## config.mk

```make
export PLATFORM = sky130hd
export DESIGN_NAME = gzip_block_unpacker
export DESIGN_NICKNAME = d
export VERILOG_FILES = /design/src/rtl/gzip_block_unpacker.sv
export SDC_FILE = /design/constraint.sdc
export NUM_CORES = 1
export LEC_CHECK = 0
export ABC_AREA = 0
export BUFFER_PORTS_ARGS = -buffer_cell sky130_fd_sc_hd__buf_4
export CAP_MARGIN = 20
export CORE_MARGIN = 1.5
export CORE_UTILIZATION = 36
export CTS_CLUSTER_DIAMETER = 100
export DETAILED_ROUTE_END_ITERATION = 6
export MAX_ROUTING_LAYER = met4
export PLACE_DENSITY_LB_ADDON = 0.1
export SLEW_MARGIN = 0
export SYNTH_ARGS = -nofsm -noshare
export SYNTH_HDL_FRONTEND = slang
export SYNTH_SLANG_ARGS = --single-unit
```

## constraint.sdc

```tcl
create_clock -name clk -period 2.7 [get_ports clk]
set_clock_uncertainty 0.1 [all_clocks]
set_input_delay 0.27 -clock clk [delete_from_list [all_inputs] [get_ports clk]]
set_output_delay 0.27 -clock clk [all_outputs]
set_load 0.03 [all_outputs]
```

## src/rtl/gzip_block_unpacker.sv

```systemverilog
// Block unpacker for the gzip front end: pops FIFO words, parses each block header
// and streams the payload bytes lane by lane to the LZ77 encoder.
module gzip_block_unpacker #(
  parameter int LANES      = 4,
  parameter int LANE_ORDER = 0,
  parameter int MAX_LEN    = 65535,
  parameter int LEN_WIDTH  = 24
) (
  input  logic                 clk,
  input  logic                 rst_n,
  input  logic                 clear,
  input  logic                 start,
  input  logic [8*LANES-1:0]   din_fifo_in,
  input  logic                 empty_fifo_in,
  output logic                 rd_en_fifo_in,
  output logic [7:0]           byte_out,
  output logic                 byte_valid,
  input  logic                 byte_ready,
  output logic                 byte_last,
  output logic                 blk_start,
  output logic [1:0]           blk_btype,
  output logic                 blk_final,
  output logic [LEN_WIDTH-1:0] blk_len,
  output logic                 blk_done,
  output logic                 busy,
  output logic                 err
);

  // state    | meaning
  // IDLE     | waiting for start
  // HDR_RD   | pop header word when FIFO not empty
  // HDR_WAIT | header on din; validate and latch
  // DAT_RD   | pop payload word when FIFO not empty
  // DAT_WAIT | payload on din; load lane shifter
  // EMIT     | present lanes one byte per handshake
  // DONE     | final block finished; hold
  // ERR      | bad BTYPE or LENGTH; hold
  typedef enum logic [2:0] {
    S_IDLE, S_HDR_RD, S_HDR_WAIT, S_DAT_RD, S_DAT_WAIT, S_EMIT, S_DONE, S_ERR
  } state_t;

  localparam int W  = 8 * LANES;
  localparam int LW = $clog2(LANES) + 1;

  state_t               state_q, state_d;
  logic [LEN_WIDTH-1:0] cnt_q, cnt_d;
  logic [W-1:0]         shreg_q, shreg_d;
  logic [LW-1:0]        lane_q, lane_d;
  logic [1:0]           btype_q, btype_d;
  logic                 final_q, final_d;
  logic [LEN_WIDTH-1:0] len_q, len_d;
  logic                 err_q, err_d;
  logic                 bstart_q, bstart_d;
  logic                 bdone_q, bdone_d;

  logic [23:0]          hdr_len24;
  logic [LEN_WIDTH-1:0] hdr_len;
  logic [1:0]           hdr_btype;
  logic                 hdr_final;
  logic                 hdr_bad;
  logic                 hs;

  // Header lanes are fixed to bit positions regardless of LANE_ORDER.
  assign hdr_final = din_fifo_in[0];
  assign hdr_btype = din_fifo_in[2:1];
  assign hdr_len24 = {din_fifo_in[15:8], din_fifo_in[23:16], din_fifo_in[31:24]};
  assign hdr_len   = LEN_WIDTH'(hdr_len24);
  assign hdr_bad   = (hdr_btype == 2'b11) || ({8'b0, hdr_len24} > 32'(MAX_LEN));

  // byte_valid is gated by clear so a soft restart withdraws the byte at once.
  assign byte_valid = (state_q == S_EMIT) && !clear;
  assign hs         = byte_valid && byte_ready;
  assign byte_last  = byte_valid && (cnt_q == LEN_WIDTH'(1));
  assign byte_out   = (LANE_ORDER == 0) ? shreg_q[7:0] : shreg_q[W-1 -: 8];
  assign busy       = (state_q != S_IDLE) && (state_q != S_DONE) && (state_q != S_ERR);
  assign err        = err_q;
  assign blk_start  = bstart_q;
  assign blk_done   = bdone_q;
  assign blk_btype  = btype_q;
  assign blk_final  = final_q;
  assign blk_len    = len_q;

  always_comb begin
    state_d       = state_q;
    cnt_d         = cnt_q;
    shreg_d       = shreg_q;
    lane_d        = lane_q;
    btype_d       = btype_q;
    final_d       = final_q;
    len_d         = len_q;
    err_d         = err_q;
    bstart_d      = 1'b0;
    bdone_d       = 1'b0;
    rd_en_fifo_in = 1'b0;

    case (state_q)
      S_IDLE, S_DONE, S_ERR: begin
        if (start) begin
          state_d = S_HDR_RD;
          err_d   = 1'b0;
        end
      end
      S_HDR_RD: begin
        if (!empty_fifo_in) begin
          rd_en_fifo_in = 1'b1;
          state_d       = S_HDR_WAIT;
        end
      end
      S_HDR_WAIT: begin
        if (hdr_bad) begin
          err_d   = 1'b1;
          state_d = S_ERR;
        end else begin
          bstart_d = 1'b1;
          btype_d  = hdr_btype;
          final_d  = hdr_final;
          len_d    = hdr_len;
          cnt_d    = hdr_len;
          if (hdr_len == '0) begin
            bdone_d = 1'b1;
            state_d = hdr_final ? S_DONE : S_HDR_RD;
          end else begin
            state_d = S_DAT_RD;
          end
        end
      end
      S_DAT_RD: begin
        if (!empty_fifo_in) begin
          rd_en_fifo_in = 1'b1;
          state_d       = S_DAT_WAIT;
        end
      end
      S_DAT_WAIT: begin
        shreg_d = din_fifo_in;
        lane_d  = LW'(LANES);
        state_d = S_EMIT;
      end
      S_EMIT: begin
        if (hs) begin
          if (cnt_q != '0) cnt_d = cnt_q - LEN_WIDTH'(1);
          shreg_d = (LANE_ORDER == 0) ? (shreg_q >> 8) : (shreg_q << 8);
          lane_d  = lane_q - LW'(1);
          // Remaining lanes of the final word are padding and are dropped.
          if (cnt_q == LEN_WIDTH'(1)) begin
            bdone_d = 1'b1;
            state_d = final_q ? S_DONE : S_HDR_RD;
          end else if (lane_q == LW'(1)) begin
            state_d = S_DAT_RD;
          end
        end
      end
      default: state_d = S_IDLE;
    endcase

    if (clear) begin
      state_d       = S_IDLE;
      err_d         = 1'b0;
      bstart_d      = 1'b0;
      bdone_d       = 1'b0;
      rd_en_fifo_in = 1'b0;
    end
  end

  always_ff @(posedge clk or negedge rst_n) begin
    if (!rst_n) begin
      state_q  <= S_IDLE;
      cnt_q    <= '0;
      shreg_q  <= '0;
      lane_q   <= '0;
      btype_q  <= '0;
      final_q  <= 1'b0;
      len_q    <= '0;
      err_q    <= 1'b0;
      bstart_q <= 1'b0;
      bdone_q  <= 1'b0;
    end else begin
      state_q  <= state_d;
      cnt_q    <= cnt_d;
      shreg_q  <= shreg_d;
      lane_q   <= lane_d;
      btype_q  <= btype_d;
      final_q  <= final_d;
      len_q    <= len_d;
      err_q    <= err_d;
      bstart_q <= bstart_d;
      bdone_q  <= bdone_d;
    end
  end

endmodule
```

Yosys cells after proc, flatten, opt, wreduce, memory -nomap -nowiden
Cells that the tools add are included.
{"block": "totals", "mem_bits_rw": 0, "register_bits": 92, "n_memories": 0, "latch_bits": 0, "output_inout_bits": 42, "romBits": 0}
{"block": "op_classes", "n_shift": 0, "order_cmp": 1, "reduce_logical": 21, "div": 0, "eq_ne": 21, "mux": 36, "multipliers": 0, "add_sub_neg": 2, "bitwise_logic": 1}
{"op": "$mux 24", "n": 3}
{"op": "$pmux 32 s2", "n": 1}
{"op": "$pmux 24 s2", "n": 1}
{"op": "$mux 3", "n": 12}
{"op": "$mux 32", "n": 1}
{"op": "$eq 24x1->1 const B", "n": 1}
{"op": "$gt 24x16->1 const B", "n": 1}
{"op": "$logic_not 24->1", "n": 1}
{"op": "$reduce_bool 24->1", "n": 1}
{"op": "$sub 24x1->24 const B", "n": 1}
{"op": "$ne 3x3->1 const B", "n": 7}
{"op": "$pmux 3 s6", "n": 1}
{"op": "$mux 1", "n": 14}
{"op": "$eq 3x3->1 const B", "n": 4}
{"op": "$eq 3x1->1 const B", "n": 2}
{"op": "$eq 3x2->1 const B", "n": 2}
{"op": "$pmux 3 s2", "n": 1}
{"op": "$reduce_bool 3->1", "n": 2}
{"op": "$logic_and 1x1->1", "n": 5}
{"op": "$reduce_and 5->1", "n": 1}
{"op": "$ne 2x2->1 const B", "n": 2}
{"op": "$ne 4x2->1 const B", "n": 1}
{"op": "$pmux 1 s2", "n": 2}
{"op": "$reduce_and 2->1", "n": 2}
{"op": "other kinds (12)", "n": 13}

Longest topological paths before layout
{"block": "logic_depth", "word_depth": 6, "mapped_depth": 8, "ltp_nobuf": 7}

Worst setup path after synthesis
OpenSTA, ideal clock, no wires.
{"block": "synth_timing", "path_kind": "register to output", "startpoint": "register cnt_q[12]", "endpoint": "output port byte_last", "path_buffers": 0, "stages_incl_launch_ff": 4, "t_arrival_ns": 2.046, "slack_ns": 0.284, "path_cell_list": "dfrtp_1 nor4_2 nand4_1 nor4_1"}
{"block": "synth_between", "elab_chain_cells": 2}
{"element": "from (decl)", "line_no": "46", "source": "logic [LEN_WIDTH-1:0] cnt_q, cnt_d;"}
{"element": "from (signal assigned)", "line_no": "178", "source": "cnt_q <= cnt_d;"}
{"element": "$eq 24x1->1", "line_no": "73", "source": "assign byte_last = byte_valid && (cnt_q == LEN_WIDTH'(1));"}
{"element": "$logic_and 1x1->1", "line_no": "73"}
{"element": "to (decl)", "line_no": "19", "source": "output logic byte_last,"}
Every way passes these cells.

Final worst setup path
{"block": "layout_timing", "startpoint": "register cnt_q[0]", "endpoint": "register cnt_q[22]"}
{"block": "layout_between", "elab_chain_cells": 4, "word_cells_on_any_way": 7, "classes_between": "add/sub: 1; eq/ne: 1; mux: 3; reduce/logical: 2"}
{"element": "$sub 24x1->24", "line_no": "140", "source": "if (cnt_q != '0) cnt_d = cnt_q - LEN_WIDTH'(1);"}
{"element": "$mux 24", "line_no": "140"}
{"element": "$mux 24", "line_no": "139", "source": "if (hs) begin"}
{"element": "$pmux 24 s2", "line_no": "96", "source": "case (state_q)"}
Several ways; a longest one is shown, not always the timed one. The select of a mux whose other input is x is not followed.
A chain may end at the register's enable or synchronous reset.

==> impl_metrics.json <==
{
  "worstSetupPathType": "register to register",
  "fin_nets": 662,
  "synthArstFlopShare_pct": 100,
  "yosys-top-cells-area": "dfrtp_1, nand2_1, a31oi_1",
  "required_ns": 2.81,
  "yosysTopAreaCellShare_pct": 48.3,
  "yosys-top-cells-count": "nand2_1, dfrtp_1, nor2_1",
  "p_leak_nw": 2.67,
  "syn-mean-instance-area_um2": 8.69,
  "fmax_mhz": 410,
  "tightestPinTransition_ns": 0.699,
  "grt_max_degree": 50,
  "holdCritPathClass": "primary input to register",
  "dp_slack_ns": 0.280,
  "slew_headroom_pct": 53.0,
  "synth-main-ff-cell": "dfrtp_1",
  "yosysUniqueCellTypes": 60,
  "grt_pass1_vias": 4114,
  "wl_mm": 13.8,
  "diodes": 0,
  "fp.dieH_um": 118,
  "drt_iter0_markers": 403,
  "crit_family": "simple AND/OR/NAND/NOR gates",
  "syn_area_um2": 4770,
  "cp_num_buf_inv": 1,
  "cts_buffer_depth": 2,
  "path_clk_slew_ns": 0.07,
  "cts_root_buffer": "clkbuf_16",
  "synth_warnings": 0,
  "rsz0062_at_grt": "false",
  "setup_slack_ns": 0.264,
  "antenna_found_initial": 0,
  "die_w_um": 118,
  "port_buffers": 79,
  "drive_gt1_share_pct": 20.1,
  "antenna_left": 0,
  "post-route-period-util_pct": 90.2,
  "drc": 0,
  "cts.sinks": 92,
  "wire_per_inst_um": 17.4,
  "syn_inst": 549,
  "dp_hpwl_mm": 9.79,
  "rows": 41,
  "cpPeakStageDelay_ns": 0.47,
  "dr.pass1.iters": 5,
  "cp_max_fo": 6,
  "core_area_um2": 12800,
  "maxCapViolCount": 0,
  "cp-end-kind": "register",
  "area_growth_pct": 22.8,
  "grt-ovfl-total": 0,
  "htreeDepth": 3,
  "gp_congestion": 0.893,
  "post_drt_via_cell_ratio": 5.32,
  "power_density_nw_per_um2": 939,
  "initial_core_util_pct": 37.3,
  "grt_pass1_wl_mm": 22.7,
  "fin_util_pct": 45.9,
  "hold_violations": 0,
  "die_area_um2": 13900,
  "yosysMostFrequentCell": "nand2_1",
  "hold_slack_ns": 0.0425,
  "finalCriticalPeriod_ns": 2.44,
  "cp_cell_sequence": "inv_1 -> ha_1 -> nor4b_2 -> nand4_1 -> or4_1 -> o211ai_1 -> o41ai_1",
  "stdcell_count": 795,
  "synth-edff-count": 0,
  "synth_seq_cells": 92,
  "cp-start-kind": "register",
  "synth_nets": 592,
  "grt_use_total_pct": 21.2,
  "yosys.area.top_type": "dfrtp_1",
  "critPathArrivalTime_ns": 2.55,
  "via_count": 4226,
  "drv_slew": 0,
  "status": "complete, no violations",
  "setup_violations": 0,
  "post-cts-setup-buffers": 0,
  "ir_drop_uv": 447,
  "pin_count": 80,
  "setup_tns_ns": 0,
  "tritoncts": "done",
  "cts_buffers": 9,
  "slowest_stage": "or4_1",
  "dp_cells": 779,
  "seq_area_frac_synth_pct": 48.3,
  "clock_latency_ns": 0.34
}
final timing paths:
| check | from | to | slack [ns] | depth (start not counted) |
|---|---|---|---|---|
| min reg2reg | blk_len[1]$_DFFE_PN0N_ | blk_len[1]$_DFFE_PN0N_ | 0.37 | 2 |
| min | din_fifo_in[23] | blk_len[15]$_DFFE_PN0N_ | 0.04 | 3 |
| max in group asynchronous | rst_n | cnt_q[1]$_DFFE_PN0P_ | 1.62 | 3 |
| max reg2reg | cnt_q[0]$_DFFE_PN0P_ | cnt_q[22]$_DFFE_PN0P_ | 0.26 | 7 |
| min in group asynchronous | rst_n | blk_btype[0]$_DFFE_PN0N_ | 0.26 | 2 |
| max | cnt_q[0]$_DFFE_PN0P_ | cnt_q[22]$_DFFE_PN0P_ | 0.26 | 7 |
registers in the layout (all words and copies together) (netlist names):
register   flops
blk_len       24
blk_start      1
shreg_q       32
state_q        3
blk_btype      2
lane_q         3
blk_final      1
err            1
cnt_q         24
blk_done       1
cell usage in the layout, fill, tap and decap left out, drive strengths merged, types with 3 or more instances in the layout:
cell type | synthesis | routed
a21oi | 13 | 13
nor4 | 18 | 18
o22ai | 4 | 4
a22o | 7 | 7
o21ai | 34 | 34
nand2b | 3 | 3
o311ai | 4 | 4
nand2 | 146 | 146
nor3 | 13 | 13
buf | 18 | 98
ha | 5 | 5
clkbuf | 22 | 11
o21a | 4 | 4
o41ai | 6 | 6
inv | 10 | 10
nand3 | 10 | 10
o31a | 3 | 3
a31oi | 29 | 29
o2bb2ai | 3 | 3
o31ai | 7 | 7
and4 | 3 | 3
nand4b | 3 | 3
o211ai | 3 | 3
nand4 | 6 | 6
nor2 | 43 | 43
and2 | 9 | 9
mux2i | 3 | 3
dfrtp | 92 | 92
per-layer routing:
metal | vias up | routed length (um) | GRT usage (%)
met5 | - | 0 | -
met4 | 0 | 184 | 6.71
met3 | 16 | 633 | 3.88
met2 | 114 | 6320 | 30.5
met1 | 2010 | 6700 | 30.3
li1 | 2086 | - | -
worst reg2reg max path, stage by stage (launching register included):
cell      delay [ns]
dfrtp_1         0.43
inv_1           0.12
ha_1            0.23
nor4b_2         0.36
nand4_1         0.33
or4_1           0.48
o211ai_1        0.17
o41ai_1         0.10
kinds of logic (layout without fill, tap and decap cells):
group	Yosys count	after routing	share of synthesized area, %
compound gates	130	130	18.3
fa+ha+maj	5	5	1.31
buf+inv	50	124	4.75
flops	92	92	48.3
mux	4	4	0.866
simple gates	268	268	26.5
timing repair:
item / 4_1_cts / 5_1_grt
endpoints found under the setup margin: 0 / 1
hold endpoints to repair: 20 / 0
hold buffers: 1 / 0
resized for setup: 0 / 1
where the power goes:
part           total (mW)  switching (mW)  internal (mW)
Clock                1.25           0.534          0.714
Sequential           2.23           0.440           1.79
Combinational        2.02            1.21          0.817
Total                5.50            2.18           3.32
final cells by class:
class	count	area, um2
clock inverter	4	51.3
timing repair buffer	99	758
multi-input combinational	407	2260
clock buffer	11	233
tap	172	215
fill	1274	6920
inverter	10	37.5
sequential	92	2300
stage by stage:
stage,power (mW),instance area [um2]
floorplan,3.64,4770
global placement,4.22,5560
detailed placement,4.26,5560
CTS,5.52,5850
global route,5.90,5860
finish,5.50,5860
Note: power is estimated with default switching activity, not from simulation.
